File: config.mk
export PLATFORM = sky130hd
export DESIGN_NAME = regfile_wr_scoreboard
export DESIGN_NICKNAME = d
export VERILOG_FILES = /design/src/rtl/regfile_pkg.sv /design/src/rtl/onehot_decoder.sv /design/src/rtl/regfile_wr_scoreboard.sv
export SDC_FILE = /design/constraint.sdc
export NUM_CORES = 1
export LEC_CHECK = 0
export CAP_MARGIN = 20
export CORE_MARGIN = 1
export CORE_UTILIZATION = 46
export DETAILED_ROUTE_END_ITERATION = 8
export GPL_ROUTABILITY_DRIVEN = 0
export PLACE_DENSITY = 0.81
export SYNTH_ARGS = -nofsm -noshare
export SYNTH_HDL_FRONTEND = slang
export SYNTH_SLANG_ARGS = --single-unit
File: constraint.sdc
create_clock -name clk_i -period 3.4 [get_ports clk_i]
set_clock_uncertainty 0.1 [all_clocks]
set_input_delay 0.85 -clock clk_i [delete_from_list [all_inputs] [get_ports clk_i]]
set_output_delay 0.85 -clock clk_i [all_outputs]
set_load 0.005 [all_outputs]
File: src/rtl/regfile_pkg.sv
// Shared register-file constants for the write-select and scoreboard logic.
// Register 0 is the architecturally hardwired zero register.
package regfile_pkg;
  localparam int REG_ADDR_W   = 5;
  localparam int REG_NUM      = 32;
  localparam int ZERO_REG_IDX = 0;
endpackage

File: src/rtl/onehot_decoder.sv
// Combinational address to one-hot decoder; all-zero output when en is low.
// Latency: none. Backpressure: none, pure function of inputs.
module onehot_decoder #(
  parameter int ADDR_W = 5,
  localparam int NREGS = 2**ADDR_W
) (
  input  logic [ADDR_W-1:0] addr_i,
  input  logic              en_i,
  output logic [NREGS-1:0]  onehot_o
);

  always_comb begin
    onehot_o = '0;
    if (en_i) onehot_o[addr_i] = 1'b1;
  end

endmodule

File: src/rtl/regfile_wr_scoreboard.sv
// Pending-write scoreboard with registered one-hot write enable and RAW hazard flags.
// Latency: write enable one cycle after write-back. Backpressure: issue_ready_o low on a busy destination.
module regfile_wr_scoreboard
  import regfile_pkg::*;
#(
  parameter int ADDR_W   = REG_ADDR_W,
  parameter int ZERO_REG = 1,
  localparam int NREGS   = 2**ADDR_W
) (
  input  logic              clk_i,
  input  logic              rst_n_i,
  input  logic              issue_valid_i,
  input  logic [ADDR_W-1:0] issue_addr_i,
  output logic              issue_ready_o,
  input  logic              wb_valid_i,
  input  logic [ADDR_W-1:0] wb_addr_i,
  output logic [NREGS-1:0]  wr_en_o,
  output logic [NREGS-1:0]  pending_o,
  input  logic [ADDR_W-1:0] rd_addr_a_i,
  input  logic [ADDR_W-1:0] rd_addr_b_i,
  output logic              hazard_a_o,
  output logic              hazard_b_o,
  output logic              err_o
);

  localparam logic [ADDR_W-1:0] ZERO_ADDR = ADDR_W'(ZERO_REG_IDX);
  localparam logic              ZERO_EN   = (ZERO_REG != 0);

  logic [NREGS-1:0] pending_q, pending_d;
  logic [NREGS-1:0] wr_en_q, wr_en_d;
  logic             err_q, err_d;

  logic             issue_zero, wb_zero, issue_fire, wb_eff;
  logic [NREGS-1:0] set_mask, clr_mask;

  assign issue_zero    = ZERO_EN && (issue_addr_i == ZERO_ADDR);
  assign wb_zero       = ZERO_EN && (wb_addr_i == ZERO_ADDR);
  assign issue_ready_o = issue_zero || !pending_q[issue_addr_i];
  assign issue_fire    = issue_valid_i && issue_ready_o && !issue_zero;
  assign wb_eff        = wb_valid_i && !wb_zero;

  onehot_decoder #(.ADDR_W(ADDR_W)) u_issue_dec (
    .addr_i   (issue_addr_i),
    .en_i     (issue_fire),
    .onehot_o (set_mask)
  );

  onehot_decoder #(.ADDR_W(ADDR_W)) u_wb_dec (
    .addr_i   (wb_addr_i),
    .en_i     (wb_eff),
    .onehot_o (clr_mask)
  );

  // Set is applied after clear so an issue to a non-pending register wins
  // over a same-cycle write-back to that register.
  always_comb begin
    pending_d = (pending_q & ~clr_mask) | set_mask;
    wr_en_d   = clr_mask;
    err_d     = err_q | (wb_eff && !pending_q[wb_addr_i]);
  end

  always_ff @(posedge clk_i or negedge rst_n_i) begin
    if (!rst_n_i) begin
      pending_q <= '0;
      wr_en_q   <= '0;
      err_q     <= 1'b0;
    end else begin
      pending_q <= pending_d;
      wr_en_q   <= wr_en_d;
      err_q     <= err_d;
    end
  end

  assign pending_o  = pending_q;
  assign wr_en_o    = wr_en_q;
  assign err_o      = err_q;
  assign hazard_a_o = !(ZERO_EN && (rd_addr_a_i == ZERO_ADDR)) && pending_q[rd_addr_a_i];
  assign hazard_b_o = !(ZERO_EN && (rd_addr_b_i == ZERO_ADDR)) && pending_q[rd_addr_b_i];

endmodule
==> run_results.csv, run 1 <==
group,metric,value,unit
power,p_total,0.002489,W
global_routing,pin_count_of_the_biggest_net_entering_global_routing,60,
die,fp.dieArea,8236,um2
min_path,worst_hold_path_type,"in -> async",
power,p_per_area,495.3,nW/um2
worst_setup_path,cp_max_fo,7,
sta,timing.fmax,301.5,MHz
worst_setup_path,origin_of_the_critical_flop_to_flop_path,"pending_o[7]",
drt,detail_route.wirelength,11240,um
drt,initialDrtViolationCount,290,
placed_design,buffer_ports.inserted,91,
worst_setup_path,cp_cell_sequence,"clkdlybuf4s15_2 -> buf_12 -> mux4_2 -> mux2i_1 -> nor2_1 -> o31a_1 -> clkdlybuf4s15_1",
sta,fin_setup_tns,0,ns
final_layout,antennaDiodeCount,0,
worst_setup_path,worst-r2r-setup-slack,1.39,ns
power,internal-power,0.001710,W
clocking,cts_htree_levels,3,
worst_setup_path,worst_setup_path_startpoint,"rd_addr_b_i[0]",
global_routing,first_global_vias,3356,
drt,vias_per_cell,5.877,
logic_synthesis,synthTopCellsByCount,"nand2_1, dfrtp_1, nor2_1",
logic_synthesis,synth_top_area_share,44.89,%
sta,period_minus_slack,3.317,ns
final_layout,fin_nets,474,
worst_setup_path,setup.worst_path.start_class,"input pin",
power,p_leak,2.158,nW
worst_setup_path,worst-r2r-cell-count,5,
clocking,ctsRootBufferMaster,"clkbuf_8",
global_routing,grt_first_pass_wirelength,17750,um
sta,finalHoldViolations,0,
worst_setup_path,crit_type,"in -> out",
logic_synthesis,yosys.area_share.simple,19.99,%
die,rows,31,
worst_setup_path,worstPathArrival,2.37,ns
logic_synthesis,post_synth_inst_count,342,
sta,maxSlewHeadroom,51.60,%
logic_synthesis,synthAdderAreaFrac,0,%
power,power.share.clock,27.6,%
logic_synthesis,post_synth_num_cell_types,41,
worst_setup_path,worstSetupPathDepth,7,
logic_synthesis,synth-edff-count,0,
drt,vias,3256,
logic_synthesis,synthesis.nets,366,
die,die_w,90.76,um
clocking,clkTransAtPathRegs,0.07,ns
final_layout,area_growth,38.67,%
worst_setup_path,cpLargestDelayFamily,"multiplexers",
clocking,tritoncts,"built",
power,power_frac_comb,30.9,%
logic_synthesis,synth_most_common_cell,"nand2_1",
worst_setup_path,worst-endpoint-required,2.45,ns
final_layout,final_layout_size_suffix_gt1_share,20.00,%
placed_design,place.detailed.instances,535,
worst_setup_path,cell_with_the_largest_stage_delay_on_the_worst_path,"mux4_2",
die,boundaryPins,92,
sta,rsz0062_at_grt,"false",
die,initial_utilization,48.66,%
global_routing,global_route_total_usage_across_every_layer,28.56,%
worst_setup_path,critical_path.endpoint_type,"primary output",
worst_setup_path,critical_path.n_buffers_inverters,3,
logic_synthesis,synth_top_family_by_area,"multiplexers",
logic_synthesis,post_synthesis_sequential_area_ratio,44.89,%
outcome,outcome,"completed",
logic_synthesis,asyncSetResetFlopFracSynth,100.0,%
logic_synthesis,ys_ff_latch,65,
die,core_area,7447,um2
sta,timing.final.max_slew_violations,0,
global_routing,gr-total-overflow,0,
final_layout,number_of_filler_cells_placed_in_the_layout,563,
drt,postRouteAntennaNets,0,
clocking,cts_sinks,65,
sta,tightest_slew,0.7260,ns
power,vdd_ir_drop_max,288.3,uV
drt,route.detailed.drc,0,
logic_synthesis,synth.top_cells.by_area,"dfrtp_1, mux4_2, nand2_1",
global_routing,antenna_found_initial,0,
power,power.net_switching,0.0007793,W
logic_synthesis,synth_compound_gate_area_share,8.149,%
worst_setup_path,worstSetupEndpoint,"hazard_b_o",
final_layout,layout.cells.non_filler,554,
run,maxCapViolCount,0,
logic_synthesis,synth_top_flop_cell,"dfrtp_1",
logic_synthesis,synth_top_cell_by_area,"dfrtp_1",
logic_synthesis,synth.mux.area_fraction,21.82,%
logic_synthesis,synth.avg_cell_area,10.59,um2
worst_setup_path,cp_slowest_stage_delay,0.50,ns
sta,final.period_utilization,97.56,%
logic_synthesis,synth_xor_area_share,0,%
logic_synthesis,synth-warning-count,0,
placed_design,dp.final_hpwl,7954,um
power,power.switching_fraction,31.31,%
drt,avgRoutedWirePerCell,20.29,um
clocking,tritoncts.num_buffers,9,
logic_synthesis,syn_area,3623,um2
drt,drtPass1Iterations,5,
sta,finalSetupViolations,0,
die,die_y,90.76,um
clocking,insertion_delay,0.35,ns
power,sequential_group_share_of_total_power,41.5,%
clocking,clockBufferDepth,2,
clocking,hold_buffers,0,
worst_setup_path,worstReg2RegEnd,"pending_o[5]",
layout make-up:
class	instances	area [um2]	share of cell area, %
Sequential cell	65	1627	32.37
Inverter	9	33.78	0.6723
Timing Repair Buffer	126	1220	24.28
Tap cell	99	123.9	2.465
Multi-Input combinational cell	239	1814	36.11
Clock buffer	13	158.9	3.162
Clock inverter	3	47.55	0.9462
stage by stage:
step | setup WS (ns) | instance area [um2] | hold WS (ns) | util [%]
floorplan | 0.3888 | 3623 | 0.3602 | -
finish | 0.08289 | 5025 | 0.2113 | 67.47
CTS | 0.01230 | 5024 | 0.2035 | 67.46
detailed placement | -0.7437 | 4795 | 0.3047 | 64.38
global route | 0.002182 | 5025 | 0.2061 | 67.47
global placement | -0.7372 | 4795 | 0.3107 | 64.38
power groups by stage:
stage          Clock [W]  Combinational (W)  Sequential [W]
2_1_floorplan          0           0.000372        0.000983
3_3_place_gp           0           0.000737         0.00103
3_5_place_dp           0           0.000757         0.00103
4_1_cts         0.000692           0.000761         0.00102
5_1_grt         0.000732           0.000818         0.00104
6_report        0.000687           0.000768         0.00103
cells by family (layout without fill, tap and decap cells):
kind of cell,after synthesis,after routing
buffers and inverters,38,151
other,1,1
flip-flops,65,65
multiplexers,43,43
AND/OR/NAND/NOR,147,147
AO/OA/AOI/OAI,48,48
routing by layer:
metal	wire length (um)	global-route usage, %	share of wire, %
met2	5442	46.15	48
met5	0	0	0
met1	4408	36.32	39
met3	869	4.630	7.7
met4	521	16.53	4.6
sequential cells by signal (all words and copies together) (netlist names):
name,cells
err_o,1
wr_en_o,32
pending_o,32
worst min-delay path by stage:
| stage | startpoint | depth (start not counted) | slack, ns | to |
|---|---|---|---|---|
| final | rst_n_i | 1 | 0.21 | wr_en_o[0] |
| after detailed placement | pending_o[0] | 0 | 0.30 | pending_o[0] |
| after global placement | pending_o[0] | 0 | 0.31 | pending_o[0] |
| after global routing | rst_n_i | 1 | 0.21 | wr_en_o[14] |
| after floorplan | err_o | 1 | 0.36 | err_o |
| after CTS | rst_n_i | 1 | 0.20 | wr_en_o[0] |
repair_timing:
item | CTS | global route
endpoints found under the setup margin | 3 | 3
gates resized for setup | 18 | 4
pin swaps | 1 | 1
setup buffers | 2 | 1
cell usage in the layout (no fill, tap or decap), drive strengths merged, types with 3 or more instances in the layout:
cell type,count
clkdlybuf4s50,81
nand2,70
dfrtp,65
nor2,41
buf,38
o21ai,32
mux4,28
clkbuf,14
mux2i,10
inv,10
nand3b,7
nor3b,7
nand3,6
mux2,5
nor4b,5
dlygate4sd2,4
or3,3
a31oi,3
No activity file was read; power rests on OpenSTA's default activity.
==> run 2: changes to the inputs <==
- CORE_UTILIZATION: 46 -> 25
- PLACE_DENSITY: 0.81 -> 0.51
==> run 2 against run 1 <==
Against the previous run: count of clock-buffer cells in the layout is the same; worst hold slack improved by 0.072 ns; sequential share of layout area is 2.5 points lower; setup slack got worse by 0.033 ns; critical endpoint is now issue_ready_o.
==> run_results.csv, run 2 (same netlist as run 1, synthesis figures left out) <==
group,metric,value,unit
sta,post-route-worst-setup-slack,0.04960,ns
die,initial_utilization,25.90,%
worst_setup_path,critical_path.endpoint_type,"primary output",
final_layout,fin_nets,498,
run,maxCapViolCount,0,
worst_setup_path,worstPathArrival,2.40,ns
worst_setup_path,setup.worst_path.start_class,"input pin",
power,power.switching_fraction,28.25,%
sta,fin_hold_ws,0.2835,ns
final_layout,number_of_filler_cells_placed_in_the_layout,1373,
drt,avgRoutedWirePerCell,19.77,um
die,die_w,122.4,um
drt,drtPass1Iterations,4,
die,rows,43,
sta,period_minus_slack,3.350,ns
worst_setup_path,crit_type,"in -> out",
global_routing,grt_first_pass_wirelength,19920,um
clocking,clockBufferDepth,2,
sta,timing.final.max_slew_violations,0,
sta,tightest_slew,0.7918,ns
die,boundaryPins,92,
die,fp.dieArea,14980,um2
sta,timing.fmax,298.5,MHz
clocking,clkTransAtPathRegs,0.05,ns
final_layout,mostFrequentLayoutCell,"clkdlybuf4s50_1",
power,p_total,0.002906,W
global_routing,pin_count_of_the_biggest_net_entering_global_routing,32,
die,core_area,13990,um2
clocking,insertion_delay,0.33,ns
worst_setup_path,worst-r2r-setup-slack,1.61,ns
power,vdd_ir_drop_max,290.1,uV
drt,vias,3260,
clocking,ctsRootBufferMaster,"clkbuf_16",
power,power.net_switching,0.0008209,W
placed_design,dpl_worst_slack,-0.8064,ns
global_routing,antenna_found_initial,0,
power,power.share.clock,35.3,%
clocking,cts_htree_levels,3,
sta,final.period_utilization,98.54,%
drt,postRouteAntennaNets,0,
final_layout,most-common-layout-cells,"clkdlybuf4s50_1, nand2_1, dfrtp_1",
clocking,tritoncts,"built",
power,p_leak,2.335,nW
final_layout,final_layout_size_suffix_gt1_share,24.48,%
power,internal-power,0.002085,W
clocking,hold_buffers,0,
min_path,worst_hold_path_type,"in -> async",
drt,vias_per_cell,4.954,
power,power_frac_comb,30.5,%
worst_setup_path,worst-endpoint-required,2.45,ns
final_layout,layout.cells.non_filler,658,
sta,maxSlewHeadroom,47.02,%
drt,route.detailed.drc,0,
global_routing,first_global_vias,3437,
worst_setup_path,origin_of_the_critical_flop_to_flop_path,"pending_o[24]",
outcome,outcome,"completed",
sta,rsz0062_at_grt,"false",
global_routing,gr-total-overflow,0,
placed_design,dp.final_hpwl,9436,um
placed_design,place.detailed.instances,638,
sta,finalSetupViolations,0,
drt,detail_route.wirelength,13010,um
worst_setup_path,cp_max_fo,11,
drt,initialDrtViolationCount,345,
die,die_y,122.4,um
power,p_per_area,534.6,nW/um2
sta,fin_setup_tns,0,ns
worst_setup_path,worst-r2r-cell-count,5,
sta,finalHoldViolations,0,
final_layout,area_growth,50.03,%
clocking,cts_sinks,65,
placed_design,buffer_ports.inserted,91,
clocking,tritoncts.num_buffers,9,
global_routing,global_route_total_usage_across_every_layer,18.40,%
final_layout,antennaDiodeCount,0,
worst_setup_path,worstReg2RegEnd,"err_o",
power,sequential_group_share_of_total_power,34.2,%
==> run 2: timing repair <==
item | in CTS | in global routing
setup buffers | 4 | 0
resized for setup | 26 | 2
gates cloned | 1 | 0
pin swaps | 4 | 0
endpoints found under the setup margin | 3 | 2
==> run 2: how the worst max path moves through the flow <==
stage	startpoint	end	slack (ns)
after floorplan	issue_addr_i[0]	issue_ready_o	0.39
after global placement	issue_addr_i[0]	issue_ready_o	-0.80
after detailed placement	issue_addr_i[0]	issue_ready_o	-0.81
after CTS	issue_addr_i[4]	issue_ready_o	0.04
after global routing	issue_addr_i[0]	issue_ready_o	0.002
final	issue_addr_i[4]	issue_ready_o	0.05
==> run 2: area by class of cell <==
| class | instances | area [um2] | area share, % |
|---|---|---|---|
| clock inverter | 2 | 60.06 | 1.105 |
| timing repair buffer | 150 | 1410 | 25.94 |
| clock buffer | 13 | 270.3 | 4.971 |
| tap | 180 | 225.2 | 4.143 |
| multi-input combinational | 239 | 1810 | 33.30 |
| sequential | 65 | 1627 | 29.92 |
| inverter | 9 | 33.78 | 0.6214 |
==> run 2: worst max-delay path, stage by stage <==
cell and delay [ns]:
clkdlybuf4s50_1 0.54, buf_6 0.17, mux2i_1 0.19, nor2_1 0.08, o41ai_2 0.39, buf_2 0.18
==> run 2: layer usage <==
layer / global-route usage [%] / part of all wire, %
met1: 23.76 / 43
met4: 6.555 / 1.8
met3: 4.229 / 6.9
met2: 30.02 / 49
met5: 0 / 0
==> run 2: power groups by stage <==
stage / Combinational, W / Sequential, W / Clock (W)
6_report: 0.000887 / 0.000993 / 0.00103
5_1_grt: 0.000957 / 0.00100 / 0.00107
4_1_cts: 0.000892 / 0.000993 / 0.00105
3_5_place_dp: 0.000882 / 0.00100 / 0
3_3_place_gp: 0.000875 / 0.00100 / 0
2_1_floorplan: 0.000372 / 0.000983 / 0
==> run 2: per-stage QoR <==
step	instance area [um2]	utilization (%)
after floorplan	3623	-
after global placement	5049	36.09
after global routing	5436	38.86
final	5436	38.86
after detailed placement	5049	36.09
after CTS	5431	38.83
